[config.mk]
export PLATFORM = sky130hd
export DESIGN_NAME = imem_readback
export DESIGN_NICKNAME = d
export VERILOG_FILES = /design/src/rtl/imem_readback.sv
export SDC_FILE = /design/constraint.sdc
export NUM_CORES = 1
export LEC_CHECK = 0
export ABC_AREA = 1
export CAP_MARGIN = 20
export CORE_AREA = 2 2 142 144
export DETAILED_ROUTE_END_ITERATION = 6
export DIE_AREA = 0 0 144 146
export PLACE_DENSITY = 0.8
export SLEW_MARGIN = 5
export SYNTH_ARGS = -nofsm -noshare
export SYNTH_HDL_FRONTEND = slang
export SYNTH_SLANG_ARGS = --single-unit
export TNS_END_PERCENT = 1
[constraint.sdc]
create_clock -name clk -period 8.6 [get_ports clk]
set_clock_uncertainty 0.2 [all_clocks]
set_input_delay 0.86 -clock clk [delete_from_list [all_inputs] [get_ports clk]]
set_output_delay 0.86 -clock clk [all_outputs]
set_load 0.02 [all_outputs]
[src/rtl/imem_readback.sv]
`default_nettype none
// ============================================================================
// imem_readback : walks a range of instruction memory through its synchronous
//                 read port, streams it on valid/ready and keeps a checksum.
// Rev 1.0
// ============================================================================
module imem_readback #(
  parameter int ADDR_W = 10,
  parameter int DATA_W = 32
) (
  input  logic              clk,
  input  logic              rst,
  input  logic              start,
  input  logic [ADDR_W-1:0] base_addr,
  input  logic [ADDR_W:0]   count,
  output logic              rd_en,
  output logic [ADDR_W-1:0] rd_addr,
  input  logic [DATA_W-1:0] rd_data,
  output logic              out_valid,
  input  logic              out_ready,
  output logic [DATA_W-1:0] out_data,
  output logic [ADDR_W-1:0] out_addr,
  output logic              out_last,
  output logic              busy,
  output logic              hold_cpu,
  output logic              done,
  output logic [DATA_W-1:0] checksum
);

  typedef enum logic [1:0] {
    S_IDLE = 2'd0,
    S_RUN  = 2'd1,
    S_FIN  = 2'd2
  } state_t;

  localparam logic [ADDR_W:0] C_FULL = {1'b1, {ADDR_W{1'b0}}};
  localparam logic [ADDR_W:0] C_ONE  = {{ADDR_W{1'b0}}, 1'b1};

  state_t              state_q, state_d;
  logic [ADDR_W-1:0]   base_q;
  logic [ADDR_W:0]     cnt_q;
  logic [ADDR_W:0]     issued_q;
  logic                rd_en_q;
  logic [ADDR_W-1:0]   rd_addr_q;
  logic                rd_last_q;
  logic                cap_q;
  logic [ADDR_W-1:0]   cap_addr_q;
  logic                cap_last_q;
  logic [DATA_W-1:0]   fifo_data_q [2];
  logic [ADDR_W-1:0]   fifo_addr_q [2];
  logic [1:0]          fifo_last_q;
  logic                wptr_q, rptr_q;
  logic [1:0]          fcnt_q;
  logic [DATA_W-1:0]   sum_q;

  logic [ADDR_W:0]     cnt_clamp;
  logic                accept, go, push, pop, issue;
  logic [2:0]          occ;

  assign cnt_clamp = count[ADDR_W] ? C_FULL : count;
  assign accept    = (state_q == S_IDLE) && start;
  assign go        = accept && (count != '0);
  assign push      = cap_q;
  assign pop       = out_valid && out_ready;

  // Everything already committed (buffered, on the read bus, in the RAM) must
  // fit in the FIFO even if the consumer stalls indefinitely from now on.
  assign occ   = {1'b0, fcnt_q} + {2'b00, rd_en_q} + {2'b00, cap_q} - {2'b00, pop};
  assign issue = (state_q == S_RUN) && (issued_q != cnt_q) && (occ < 3'd2);

  always_ff @(posedge clk or negedge rst) begin
    if (!rst) state_q <= S_IDLE;
    else      state_q <= state_d;
  end

  always_comb begin
    state_d = state_q;
    case (state_q)
      S_IDLE: if (accept) state_d = (count == '0) ? S_FIN : S_RUN;
      S_RUN:  if (pop && out_last) state_d = S_FIN;
      S_FIN:  state_d = S_IDLE;
      default: state_d = S_IDLE;
    endcase
  end

  always_ff @(posedge clk or negedge rst) begin
    if (!rst) begin
      base_q         <= '0;
      cnt_q          <= '0;
      issued_q       <= '0;
      rd_en_q        <= 1'b0;
      rd_addr_q      <= '0;
      rd_last_q      <= 1'b0;
      cap_q          <= 1'b0;
      cap_addr_q     <= '0;
      cap_last_q     <= 1'b0;
      fifo_data_q[0] <= '0;
      fifo_data_q[1] <= '0;
      fifo_addr_q[0] <= '0;
      fifo_addr_q[1] <= '0;
      fifo_last_q    <= '0;
      wptr_q         <= 1'b0;
      rptr_q         <= 1'b0;
      fcnt_q         <= '0;
      sum_q          <= '0;
    end else begin
      rd_en_q <= 1'b0;
      if (accept) begin
        base_q <= base_addr;
        cnt_q  <= cnt_clamp;
      end
      // The first read goes out straight from the start edge.
      if (go) begin
        rd_en_q   <= 1'b1;
        rd_addr_q <= base_addr;
        rd_last_q <= (cnt_clamp == C_ONE);
        issued_q  <= C_ONE;
      end else if (issue) begin
        rd_en_q   <= 1'b1;
        rd_addr_q <= base_q + issued_q[ADDR_W-1:0];
        rd_last_q <= ((issued_q + C_ONE) == cnt_q);
        issued_q  <= issued_q + C_ONE;
      end

      cap_q      <= rd_en_q;
      cap_addr_q <= rd_addr_q;
      cap_last_q <= rd_last_q;

      if (push) begin
        fifo_data_q[wptr_q] <= rd_data;
        fifo_addr_q[wptr_q] <= cap_addr_q;
        fifo_last_q[wptr_q] <= cap_last_q;
        wptr_q              <= ~wptr_q;
      end
      if (pop) rptr_q <= ~rptr_q;
      fcnt_q <= fcnt_q + {1'b0, push} - {1'b0, pop};

      if (accept)   sum_q <= '0;
      else if (pop) sum_q <= sum_q + out_data;
    end
  end

  assign rd_en     = rd_en_q;
  assign rd_addr   = rd_addr_q;
  assign out_valid = (fcnt_q != 2'd0);
  assign out_data  = fifo_data_q[rptr_q];
  assign out_addr  = fifo_addr_q[rptr_q];
  assign out_last  = fifo_last_q[rptr_q] && out_valid;
  assign busy      = (state_q == S_RUN) || (state_q == S_FIN);
  assign hold_cpu  = busy;
  assign done      = (state_q == S_FIN);
  assign checksum  = sum_q;

endmodule
`default_nettype wire

=== Word level (Yosys, flattened, before mapping) ===
Cells that the tools add are included.

* Word-level logic and storage cells: 94
* Flip-flop bits (word level): 180
* Output and inout bits: 90

* $add $sub $neg: 8
* Bitwise operators: 4
* Reduce and logical (&&, ||, !) cells: 17
* Mux-type cells: 32
* Equal/unequal tests: 7
* $lt $le $gt $ge: 7

{| class="wikitable"
|+ Operators with widths
! operator !! count
|-
| $mux W32 || 6
|-
| $bwmux W64 || 1
|-
| $mux W10 || 6
|-
| $mux W11 || 3
|-
| $add A32 B32 Y32 || 1
|-
| $demux W32 S1 || 1
|-
| $bwmux W20 || 1
|-
| $add A11 B1 Y11 const B || 1
|-
| $eq A11 B1 Y1 const B || 1
|-
| $eq A11 B11 Y1 || 1
|-
| $logic_not A11 Y1 || 1
|-
| $ne A11 B11 Y1 || 1
|-
| $reduce_bool A11 Y1 || 1
|-
| $add A10 B10 Y10 || 1
|-
| $demux W10 S1 || 1
|-
| $logic_and A1 B1 Y1 || 9
|-
| $mux W1 || 7
|-
| $mux W2 || 3
|-
| $reduce_bool A2 Y1 || 3
|-
| $ge A2 B2 Y1 const B || 2
|-
| $lt A1 B2 Y1 const B || 2
|-
| $ne A2 B2 Y1 const B || 2
|-
| $not A1 Y2 || 2
|-
| $pmux W2 S2 || 1
|-
| other kinds (16) || 17
|}

=== Longest topological paths before layout ===
Gate-level depths: netlist of the first run.

* Depth in word-level cells: 7
* Gate-level depth with buffers: 18
* Mapped depth without buffers: 16

=== Least setup slack after synthesis of the first run ===
Ideal clock, no wire load.

* Path kind: in2reg
* Start: input out_ready
* End: register issued_q[8]
* Required time: 8.326 ns
* Setup time: 0.074 ns
* Stages: 14
* Path buffers: 1
* Path slack: 5.243 ns
* Arrival: 3.083 ns
* Path through: inv_1 -> nor2_1 -> ha_1 -> inv_1 -> ha_1 -> a21o_1 -> fa_1 -> xnor2_1 -> nor3_2 -> nand2_2 -> nand2_4 -> buf_6 -> nand3_2 -> o21ai_2

* Longest elaborated chain between the ends: 5

{| class="wikitable"
|+ RTL lines
! item !! line !! text
|-
| start, declared || 20 || <nowiki>input logic out_ready,</nowiki>
|-
| $logic_and A1 B1 Y1 || 64 || <nowiki>assign pop = out_valid && out_ready;</nowiki>
|-
| net pop || 57 || <nowiki>logic accept, go, push, pop, issue;</nowiki>
|-
| $sub A3 B1 Y3 || 68 || <nowiki>assign occ = {1'b0, fcnt_q} + {2'b00, rd_en_q} + {2'b00, cap_q} - {2'b00, pop};</nowiki>
|-
| $lt A3 B2 Y1 || 69 || <nowiki>assign issue = (state_q == S_RUN) && (issued_q != cnt_q) && (occ < 3'd2);</nowiki>
|-
| $logic_and A1 B1 Y1 || 69 ||
|-
| $reduce_bool A2 Y1 (no line) || - ||
|-
| end signal, assigned || 122 || <nowiki>issued_q <= issued_q + C_ONE;</nowiki>
|-
| end, declared || 42 || <nowiki>logic [ADDR_W:0] issued_q;</nowiki>
|}

The timed path passes the listed nets, and every way through them passes these cells.
A chain may end at the register's enable or synchronous reset.

=== Worst setup path after layout of the first run ===
* Start: register rptr_q
* End: output out_data[1]

* Longest elaborated chain between the ends: 4

{| class="wikitable"
|+ RTL lines
! item !! line !! text
|-
| start, declared || 52 || <nowiki>logic wptr_q, rptr_q;</nowiki>
|-
| start signal, assigned || 135 || <nowiki>if (pop) rptr_q <= ~rptr_q;</nowiki>
|-
| $not A1 Y2 (implied by the code) || 146 || <nowiki>assign out_data = fifo_data_q[rptr_q];</nowiki>
|-
| $mux W32 (implied by the code) (3 in series) || 146 ||
|-
| end, declared || 21 || <nowiki>output logic [DATA_W-1:0] out_data,</nowiki>
|}

Every way passes these cells. The select of a mux whose other input is x is not followed.

==> results.py, run 1 <==
metrics = {
    "status": {
        "run_status": "completed",
    },
    "synth": {
        "total_of_flip_flops_plus_latches_after_synthesis": 180,
        "post_synthesis_compound_gate_area_fraction_pct": 9.24,
        "synth_edf_count": 0,
        "synth_ff_type": "sky130_fd_sc_hd__dfrtp_1",
        "post_synth_fa_ha_maj_area_fraction_pct": 6.16,
        "synthesis.instances": 1504,
        "netlist_top_cells_area": "sky130_fd_sc_hd__dfrtp_1 (42%), sky130_fd_sc_hd__nand2_1 (22%), sky130_fd_sc_hd__inv_1 (7.5%)",
        "yosysTopAreaCellShare_pct": 42.0,
        "dominant_combinational_cell_family_by_area_after_synthesis": "simple AND/OR/NAND/NOR gates",
        "multiplexer_area_fraction_after_synthesis_pct": 0,
        "mappedNetlistNets": 1612,
        "synthArstFlopShare_pct": 100,
        "ys_warn_count": 0,
        "synthXorXnorAreaFrac_pct": 3.20,
        "yosysSeqAreaShare_pct": 42.0,
        "yosysTopAreaCell": "sky130_fd_sc_hd__dfrtp_1",
        "synth.cell_area_mm2": 0.0107,
        "syn_avg_cell_area_um2": 7.13,
        "distinct_cells_synth": 41,
        "synthesized_area_fraction_occupied_by_and_or_nand_nor_cells_pct": 29.8,
    },
    "clock_tree": {
        "cts_max_level": 4,
        "latest_clock_arrival_within_the_worst_skew_pair_ns": 0.44,
        "clock_path_buffers": 2,
        "ctsHoldBuffers": 0,
        "clock_sink_count": 180,
        "cts_tree": "yes",
        "cts_root_buf": "sky130_fd_sc_hd__clkbuf_16",
        "cts.repair_timing.setup_buffer_count": 0,
        "cts_buffers": 17,
        "clock_transition_at_path_regs_ns": 0.07,
        "post_cts_resize_count": 0,
    },
    "placed_design": {
        "portBuffers": 146,
        "dp_slack_ns": 4.39,
        "dp_hpwl_mm": 20.4,
        "routabilityCongestion": 0.971,
        "dp_cells": 1878,
        "standard_cell_area_after_detailed_placement_mm2": 0.0124,
    },
    "critical_path": {
        "timing.setup.critical_path_class": "flip-flop to primary output",
        "critPathRequiredTime_ns": 7.54,
        "r2r_slack_ns": 4.97,
        "cp_launch_type": "flip-flop",
        "worstSetupEndpointType": "primary output",
        "critical_path.max_fanout": 26,
        "crit_path_dat_ns": 2.98,
    },
    "final_layout": {
        "final_core_util_pct": 67.1,
        "final_area_mm2": 0.0130,
        "n_antenna_cell": 0,
        "synthToLayoutAreaGrowth_pct": 21.0,
        "layout-drive-gt1-share_pct": 4.37,
        "total_of_fill_cells_in_the_finished_design": 1661,
        "finish.net_count": 1741,
        "final_cell_count_no_fill": 1911,
    },
    "floorplan": {
        "fp.dieArea_mm2": 0.0210,
        "fp-row-count": 51,
        "design.core.area_mm2": 0.0193,
        "start_util_pct": 55.5,
        "io_pins": 147,
        "die_height_um": 146,
        "die_w_um": 144,
    },
    "route": {
        "routed_via_density": 5.14,
        "drcViolationCount": 0,
        "drt_pre_antenna_iters": 6,
        "drt-initial-drc-count": 658,
        "detailroute.via_count": 9815,
        "wl_mm": 27.8,
        "routed_wire_length_per_instance_um": 14.5,
        "route.antenna.remaining_nets": 0,
    },
    "timing": {
        "clock_period_minus_final_worst_setup_slack_ns": 4.04,
        "worst-slew-pin-transition_ns": 0.926,
        "slew_headroom_pct": 38.2,
        "fmax_mhz": 247,
        "timing_hold_violations_final": 0,
        "report.final.slew_viol_count": 0,
        "grt_setup_unrepaired": "false",
        "final.setup.tns_ns": 0,
        "fin_worst_setup_slack_ns": 4.56,
        "fin_crit_sh_pct": 47.0,
        "finalSetupViolations": 0,
    },
    "pwr": {
        "total_leakage_power_nw": 7.00,
        "vdd.ir_drop.worst_mv": 0.288,
        "power.density_mw_per_mm2": 426,
    },
    "grt": {
        "maximum_number_of_pins_on_one_net_before_global_route_repair": 99,
        "grt_overflow_total": 0,
        "antenna_found_initial": 0,
        "first_global_vias": 9106,
        "grt_first_pass_wirelength_mm": 45.5,
        "grt.total_usage_pct": 27.4,
    },
    "flow_run": {
        "drv.max_cap_violation_count": 0,
    },
    "min_path": {
        "min_path_type": "flip-flop to flip-flop",
    },
}
[Yosys cell counts (all sizes together), types with 2 or more instances]
master  number
a21o         3
a21oi       40
a22o         2
buf         19
clkbuf      25
dfrtp      180
fa           3
ha          48
inv        217
nand2      632
nand3       71
nand3b       6
nand4        7
nor2        66
nor3         8
nor4         2
o21ai      117
o21bai       3
o31ai       10
or2          4
xnor2       17
xor2        20
[cell usage in the layout (no fill, tap or decap), types with 2 or more instances in the layout]
master,synthesis,routed
sky130_fd_sc_hd__a21oi_1,38,38
sky130_fd_sc_hd__dfrtp_1,180,180
sky130_fd_sc_hd__buf_4,1,7
sky130_fd_sc_hd__nor3_2,2,2
sky130_fd_sc_hd__clkinv_8,0,4
sky130_fd_sc_hd__nor2_2,2,3
sky130_fd_sc_hd__nand3b_1,6,6
sky130_fd_sc_hd__inv_1,213,213
sky130_fd_sc_hd__nand3_2,3,3
sky130_fd_sc_hd__nand3_1,68,68
sky130_fd_sc_hd__clkdlybuf4s50_1,0,145
sky130_fd_sc_hd__clkbuf_16,0,17
sky130_fd_sc_hd__o21ai_2,6,6
sky130_fd_sc_hd__or2_2,3,4
sky130_fd_sc_hd__nand4_1,7,7
sky130_fd_sc_hd__inv_2,4,4
sky130_fd_sc_hd__nand2_2,2,3
sky130_fd_sc_hd__ha_1,48,48
sky130_fd_sc_hd__clkinv_2,0,2
sky130_fd_sc_hd__a21o_1,3,3
sky130_fd_sc_hd__nor3_1,6,6
sky130_fd_sc_hd__o31ai_1,10,10
sky130_fd_sc_hd__xnor2_1,16,16
sky130_fd_sc_hd__xor2_1,20,20
sky130_fd_sc_hd__o21bai_1,3,3
sky130_fd_sc_hd__nor4_1,2,2
sky130_fd_sc_hd__nor2_1,63,62
sky130_fd_sc_hd__a22o_1,2,2
sky130_fd_sc_hd__fa_1,3,3
sky130_fd_sc_hd__o21ai_0,111,111
sky130_fd_sc_hd__inv_6,0,5
sky130_fd_sc_hd__nand2_1,629,628
[worst paths after layout]
check	from	to	depth (start not counted)
min in group asynchronous	rst	fifo_data_q[8]	1
worst max register to register	rptr_q	checksum[27]	15
worst min register to register	rd_last_q	cap_last_q	0
max in group asynchronous	rst	rd_last_q	3
worst max-delay path	rptr_q	out_data[1]	6
worst min-delay path	rd_last_q	cap_last_q	0
[sequential cells by signal (all words and copies together) (netlist names)]
signal       cells
fifo_data_q     64
checksum        32
fifo_addr_q     20
cnt_q           11
issued_q        11
base_q          10
cap_addr_q      10
rd_addr         10
fcnt_q           2
fifo_last_q      2
state_q          2
cap_last_q       1
cap_q            1
rd_en            1
rd_last_q        1
rptr_q           1
wptr_q           1
[cell families (layout without fill, tap and decap cells)]
kind of cell,after synthesis,count (layout)
xor+xnor,37,37
buf+inv,262,404
flops,180,180
compound gates,178,178
fa+ha+maj,51,51
simple gates,796,796
[final cells by class]
| class | count | area, um^2 | share of cell area (%) |
|---|---|---|---|
| tap | 265 | 332 | 2.56 |
| timing repair buffer | 154 | 1540 | 11.9 |
| multi-input combinational | 1062 | 5190 | 40.0 |
| clock inverter | 15 | 163 | 1.25 |
| clock buffer | 17 | 425 | 3.28 |
| sequential | 180 | 4500 | 34.7 |
| inverter | 218 | 818 | 6.31 |
[report_power, final]
part | total, W | leakage [nW] | internal [W] | switching, W
Sequential | 0.00149 | 2.27 | 0.00122 | 0.000268
Combinational | 0.00326 | 4.45 | 0.00123 | 0.00204
Clock | 0.000773 | 0.285 | 0.000389 | 0.000384
Total | 0.00553 | 7.00 | 0.00284 | 0.00269
[metrics by stage]
step	hold WS, ns	power, W
after global routing	0.220	0.00600
final	0.197	0.00553
after CTS	0.197	0.00552
after global placement	0.177	0.00465
after detailed placement	0.185	0.00473
after floorplan	0.154	0.00364
[per-layer routing]
metal,up-vias,wire length (um),part of all wire (%),global-route usage (%)
met5,-,0,0,0
met4,0,630,2.3,9.17
met3,50,1480,5.3,3.59
met2,319,13100,47,44.7
met1,4535,12600,45,37.8
li1,4911,-,-,-
[worst max-delay path, cell delays in order, from the launching register on]
cell,delay (ns)
sky130_fd_sc_hd__dfrtp_1,0.36
sky130_fd_sc_hd__clkinv_1,0.52
sky130_fd_sc_hd__buf_4,0.48
sky130_fd_sc_hd__or2_2,0.31
sky130_fd_sc_hd__o21ai_0,0.17
sky130_fd_sc_hd__inv_1,0.12
sky130_fd_sc_hd__clkdlybuf4s50_1,0.58
No activity file was read; power rests on OpenSTA's default activity.
==> inputs of run 2 (changes only) <==
==> constraint.sdc (replaced) <==
create_clock -name clk -period 4.2 [get_ports clk]
set_clock_uncertainty 0.2 [all_clocks]
set_input_delay 0.42 -clock clk [delete_from_list [all_inputs] [get_ports clk]]
set_output_delay 0.42 -clock clk [all_outputs]
set_load 0.02 [all_outputs]
==> results.py, run 2 (synthesized netlist as in run 1, its figures left out) <==
metrics = {
    "final_layout": {
        "number_of_flip_flops_under_the_largest_register_name": 64,
        "n_antenna_cell": 0,
        "finish.net_count": 1744,
        "layout.cells.most_common": "sky130_fd_sc_hd__nand2_1",
        "largest-register": "fifo_data_q",
        "final_core_util_pct": 66.9,
        "synthToLayoutAreaGrowth_pct": 20.6,
        "most-common-layout-cells": "sky130_fd_sc_hd__nand2_1 (628), sky130_fd_sc_hd__inv_1 (213), sky130_fd_sc_hd__dfrtp_1 (180)",
        "layout-drive-gt1-share_pct": 4.25,
    },
    "route": {
        "routed_wire_length_per_instance_um": 14.5,
        "detailroute.via_count": 9695,
        "drt-initial-drc-count": 775,
        "wl_mm": 27.7,
        "drt_pre_antenna_iters": 5,
        "drcViolationCount": 0,
        "route.antenna.remaining_nets": 0,
        "routed_via_density": 5.07,
    },
    "pwr": {
        "power.density_mw_per_mm2": 867,
        "vdd.ir_drop.worst_mv": 0.415,
        "total_leakage_power_nw": 6.98,
    },
    "status": {
        "run_status": "completed",
    },
    "floorplan": {
        "fp.dieArea_mm2": 0.0210,
        "io_pins": 147,
        "design.core.area_mm2": 0.0193,
        "start_util_pct": 55.5,
        "die_height_um": 146,
        "fp-row-count": 51,
        "die_w_um": 144,
    },
    "critical_path": {
        "r2r_slack_ns": 0.90,
        "critical_path.max_fanout": 12,
        "crit_path_dat_ns": 3.47,
        "worstSetupEndpointType": "flip-flop",
        "worstReg2RegStart": "fcnt_q[0]",
        "critPathRequiredTime_ns": 4.36,
        "cp_launch_type": "flip-flop",
        "reg2reg_to": "issued_q[2]",
        "timing.setup.critical_path_class": "flip-flop to flip-flop",
        "reg2regPathDepth": 14,
    },
    "timing": {
        "final.setup.tns_ns": 0,
        "clock_period_minus_final_worst_setup_slack_ns": 3.30,
        "finalSetupViolations": 0,
        "timing_hold_violations_final": 0,
        "fin_crit_sh_pct": 78.6,
        "report.final.slew_viol_count": 0,
        "grt_setup_unrepaired": "false",
        "worst-slew-pin-transition_ns": 0.975,
        "slew_headroom_pct": 35.0,
        "fmax_mhz": 303,
    },
    "clock_tree": {
        "clock_sink_count": 180,
        "cts_max_level": 4,
        "cts_tree": "yes",
        "clock_transition_at_path_regs_ns": 0.07,
        "cts.repair_timing.setup_buffer_count": 0,
        "latest_clock_arrival_within_the_worst_skew_pair_ns": 0.44,
        "cts_buffers": 17,
        "cts_root_buf": "sky130_fd_sc_hd__clkbuf_16",
        "clock_path_buffers": 2,
    },
    "min_path": {
        "hold_depth": 0,
        "min_from": "rd_last_q",
        "whs_endpoint": "cap_last_q",
        "min_path_type": "flip-flop to flip-flop",
    },
    "grt": {
        "grt_first_pass_wirelength_mm": 45.8,
        "grt_overflow_total": 0,
        "antenna_found_initial": 0,
        "grt.total_usage_pct": 27.5,
        "first_global_vias": 9431,
        "maximum_number_of_pins_on_one_net_before_global_route_repair": 107,
    },
    "placed_design": {
        "dp_hpwl_mm": 20.7,
        "routabilityCongestion": 0.943,
        "portBuffers": 146,
    },
    "flow_run": {
        "drv.max_cap_violation_count": 0,
    },
}
[run 2: how the worst max path moves through the flow]
| stage | cells past startpoint | endpoint | startpoint |
|---|---|---|---|
| global route | 14 | rd_addr[3] | fcnt_q[0] |
| CTS | 14 | issued_q[2] | fcnt_q[0] |
| global placement | 15 | issued_q[2] | out_ready |
| finish | 14 | issued_q[2] | fcnt_q[0] |
| detailed placement | 14 | issued_q[2] | out_ready |
| floorplan | 14 | issued_q[8] | out_ready |
[run 2: layer usage]
metal  routed length (um)  up-vias  share of wire, %  track usage (%)
met5                    0        -                 0                0
met4                  571        0               2.1             8.04
met3                 1270       46               4.6             4.48
met2                13200      256                48             45.2
met1                12700     4472                46             37.5
li1                     -     4921                 -                -
[run 2: report_power, final]
group	internal, W	switching, W	total (W)
registers	0.00250	0.000552	0.00306
logic	0.00252	0.00417	0.00669
clock network	0.000767	0.000708	0.00147
[run 2: cell type report]
class | count | area, um^2
Fill cell | 1685 | 6400
Multi-Input combinational cell | 1062 | 5190
Sequential cell | 180 | 4500
Timing Repair Buffer | 157 | 1560
Inverter | 218 | 818
Clock buffer | 19 | 433
Tap cell | 265 | 332
Clock inverter | 11 | 100
[run 2: timing repair]
| item | in CTS | in global routing |
|---|---|---|
| hold endpoints to repair | 104 | 0 |
| hold buffers | 1 | 0 |
| resized for setup | 0 | 0 |
[run 2: through the flow]
step	instance area, um^2	instances	setup slack, ns	hold slack (ns)	power [W]
2_1_floorplan	10700	1504	1.28	-0.0756	0.00745
3_3_place_gp	12400	1881	0.658	0.185	0.00957
3_5_place_dp	12400	1881	0.595	0.179	0.00971
4_1_cts	12900	1912	0.883	0.201	0.0112
5_1_grt	12900	1912	0.614	0.221	0.0122
6_report	12900	1912	0.898	0.204	0.0112
[run 2: critical path, cell delays in order (launching register included)]
cell and delay [ns]:
sky130_fd_sc_hd__dfrtp_1 0.42, sky130_fd_sc_hd__nor2_1 0.20, sky130_fd_sc_hd__nor2_1 0.06, sky130_fd_sc_hd__buf_4 0.15, sky130_fd_sc_hd__ha_1 0.27, sky130_fd_sc_hd__inv_1 0.05, sky130_fd_sc_hd__ha_1 0.29, sky130_fd_sc_hd__a21o_1 0.17
sky130_fd_sc_hd__fa_1 0.37, sky130_fd_sc_hd__xnor2_1 0.15, sky130_fd_sc_hd__nor3_2 0.28, sky130_fd_sc_hd__nand3_1 0.19, sky130_fd_sc_hd__inv_2 0.24, sky130_fd_sc_hd__nand3_1 0.12, sky130_fd_sc_hd__o21ai_2 0.07
==> inputs of run 3 (changes only) <==
==> constraint.sdc (replaced) <==
create_clock -name clk -period 3.5 [get_ports clk]
set_clock_uncertainty 0.2 [all_clocks]
set_input_delay 0.35 -clock clk [delete_from_list [all_inputs] [get_ports clk]]
set_output_delay 0.35 -clock clk [all_outputs]
set_load 0.02 [all_outputs]
==> results.py, run 3 (synthesized netlist as in run 1, its figures left out) <==
metrics = {
    "status": {
        "run_status": "completed",
    },
    "critical_path": {
        "critical-path-max-stage-delay_ns": 0.57,
        "worstPathCellList": "clkinv_1 > buf_4 > nand2_1 > nand2_1 > ha_1 > nand2_1 > nor2_1 > nand3_1 > nand2_1 > nand2_1 > nand2_1 > nand2_1 > nand2_1 > nand2_1 > nand3_1 > nand2_1",
        "crit_path_dat_ns": 3.29,
        "critical-path-top-cell-by-count": "sky130_fd_sc_hd__nand2_1",
        "critPathRequiredTime_ns": 3.62,
        "cp_launch_type": "flip-flop",
        "cp_slowest_cell": "sky130_fd_sc_hd__dfrtp_1",
        "worstSetupEndpointType": "flip-flop",
        "critical_path.max_fanout": 16,
        "timing.setup.critical_path_class": "flip-flop to flip-flop",
        "reg2regPathDepth": 16,
        "r2r_slack_ns": 0.33,
    },
    "route": {
        "drt-initial-drc-count": 794,
        "routed_wire_length_per_instance_um": 14.6,
        "drt_pre_antenna_iters": 6,
        "route.antenna.remaining_nets": 0,
        "drcViolationCount": 0,
        "wl_mm": 28.0,
        "routed_via_density": 5.19,
        "detailroute.via_count": 9965,
    },
    "floorplan": {
        "die_height_um": 146,
        "start_util_pct": 55.5,
        "die_w_um": 144,
        "io_pins": 147,
        "fp-row-count": 51,
        "design.core.area_mm2": 0.0193,
        "fp.dieArea_mm2": 0.0210,
    },
    "grt": {
        "grt_overflow_total": 0,
        "first_global_vias": 9416,
        "grt.total_usage_pct": 27.6,
        "maximum_number_of_pins_on_one_net_before_global_route_repair": 88,
        "grt_first_pass_wirelength_mm": 45.8,
        "antenna_found_initial": 0,
    },
    "placed_design": {
        "standard_cell_area_after_detailed_placement_mm2": 0.0124,
        "dp_hpwl_mm": 20.7,
        "routabilityCongestion": 0.935,
        "portBuffers": 146,
    },
    "flow_run": {
        "drv.max_cap_violation_count": 0,
    },
    "clock_tree": {
        "ctsHoldBuffers": 1,
        "cts_buffers": 17,
        "latest_clock_arrival_within_the_worst_skew_pair_ns": 0.43,
        "post_cts_resize_count": 0,
        "clock_path_buffers": 2,
        "clock_sink_count": 180,
        "cts_max_level": 4,
        "cts_tree": "yes",
        "clock_transition_at_path_regs_ns": 0.07,
        "cts.repair_timing.setup_buffer_count": 0,
        "cts_root_buf": "sky130_fd_sc_hd__clkbuf_16",
    },
    "timing": {
        "finalSetupViolations": 0,
        "timing_hold_violations_final": 0,
        "grt_setup_unrepaired": "false",
        "worst-slew-pin-transition_ns": 0.964,
        "slew_headroom_pct": 35.7,
        "final.setup.tns_ns": 0,
        "fin_crit_sh_pct": 90.6,
        "fmax_mhz": 315,
        "report.final.slew_viol_count": 0,
        "clock_period_minus_final_worst_setup_slack_ns": 3.17,
    },
    "final_layout": {
        "n_antenna_cell": 0,
        "largest-register": "fifo_data_q",
        "finish.net_count": 1749,
        "final_area_mm2": 0.0130,
        "number_of_flip_flops_under_the_largest_register_name": 64,
        "synthToLayoutAreaGrowth_pct": 21.2,
        "total_of_fill_cells_in_the_finished_design": 1630,
        "layout-drive-gt1-share_pct": 4.59,
        "most-common-layout-cells": "sky130_fd_sc_hd__nand2_1 (628), sky130_fd_sc_hd__inv_1 (213), sky130_fd_sc_hd__dfrtp_1 (180)",
        "layout.cells.most_common": "sky130_fd_sc_hd__nand2_1",
    },
    "pwr": {
        "vdd.ir_drop.worst_mv": 0.467,
        "total_leakage_power_nw": 7.01,
        "power.density_mw_per_mm2": 1040,
    },
    "min_path": {
        "hold_depth": 0,
        "min_path_type": "flip-flop to flip-flop",
    },
}
run 3: changes by cell type in the layout (fill, tap and decap cells not counted), sizes merged:
cell / previous run / this run
clkbuf: 19 / 21
clkinv: 5 / 3
inv: 222 / 221
clkinvlp: 2 / 5
buf: 11 / 16
run 3: per-stage QoR:
step	hold slack [ns]	total power [W]	utilization, %	std cells	setup slack [ns]
floorplan	-0.146	0.00894	-	1504	0.602
global placement	0.167	0.0115	64.4	1886	0.203
detailed placement	0.165	0.0117	64.4	1886	0.138
CTS	0.181	0.0135	67.2	1919	0.438
global route	0.196	0.0147	67.2	1919	0.124
finish	0.180	0.0136	67.2	1919	0.329
run 3: layer usage:
metal | vias to the layer above | wire [um] | global-route usage (%)
li1 | 4935 | - | -
met1 | 4650 | 12100 | 36.7
met2 | 337 | 13600 | 45.9
met3 | 43 | 1680 | 4.24
met4 | 0 | 659 | 9.80
met5 | - | 0 | 0
run 3: power breakdown:
| part | leakage (nW) | switching (W) | internal [W] |
|---|---|---|---|
| Clock | 0.250 | 0.000877 | 0.000945 |
| Sequential | 2.27 | 0.000670 | 0.00301 |
| Combinational | 4.49 | 0.00501 | 0.00306 |
| Total | 7.01 | 0.00656 | 0.00701 |
run 3: area by class of cell:
cell class                 count  area (um^2)  share of cell area (%)
timing repair buffer         162         1610                    12.4
multi-input combinational   1062         5190                    39.9
inverter                     218          818                    6.29
clock buffer                  21          450                    3.46
sequential                   180         4500                    34.6
tap                          265          332                    2.55
clock inverter                11         95.1                   0.731
run 3: critical path, delay by kind of cell (launching register included):
kind                     cells  cell delay, ns
adder cells (fa/ha/maj)      1            0.39
buffers and inverters        2            0.42
flip-flops                   1            0.57
AND/OR/NAND/NOR             13            1.47
run 3: worst paths after layout:
check,startpoint,end
worst min register to register,rd_last_q,cap_last_q
worst max-delay path,rptr_q,checksum[23]
min in group asynchronous,rst,checksum[2]
worst max register to register,rptr_q,checksum[23]
worst min-delay path,rd_last_q,cap_last_q
max in group asynchronous,rst,fifo_addr_q[8]
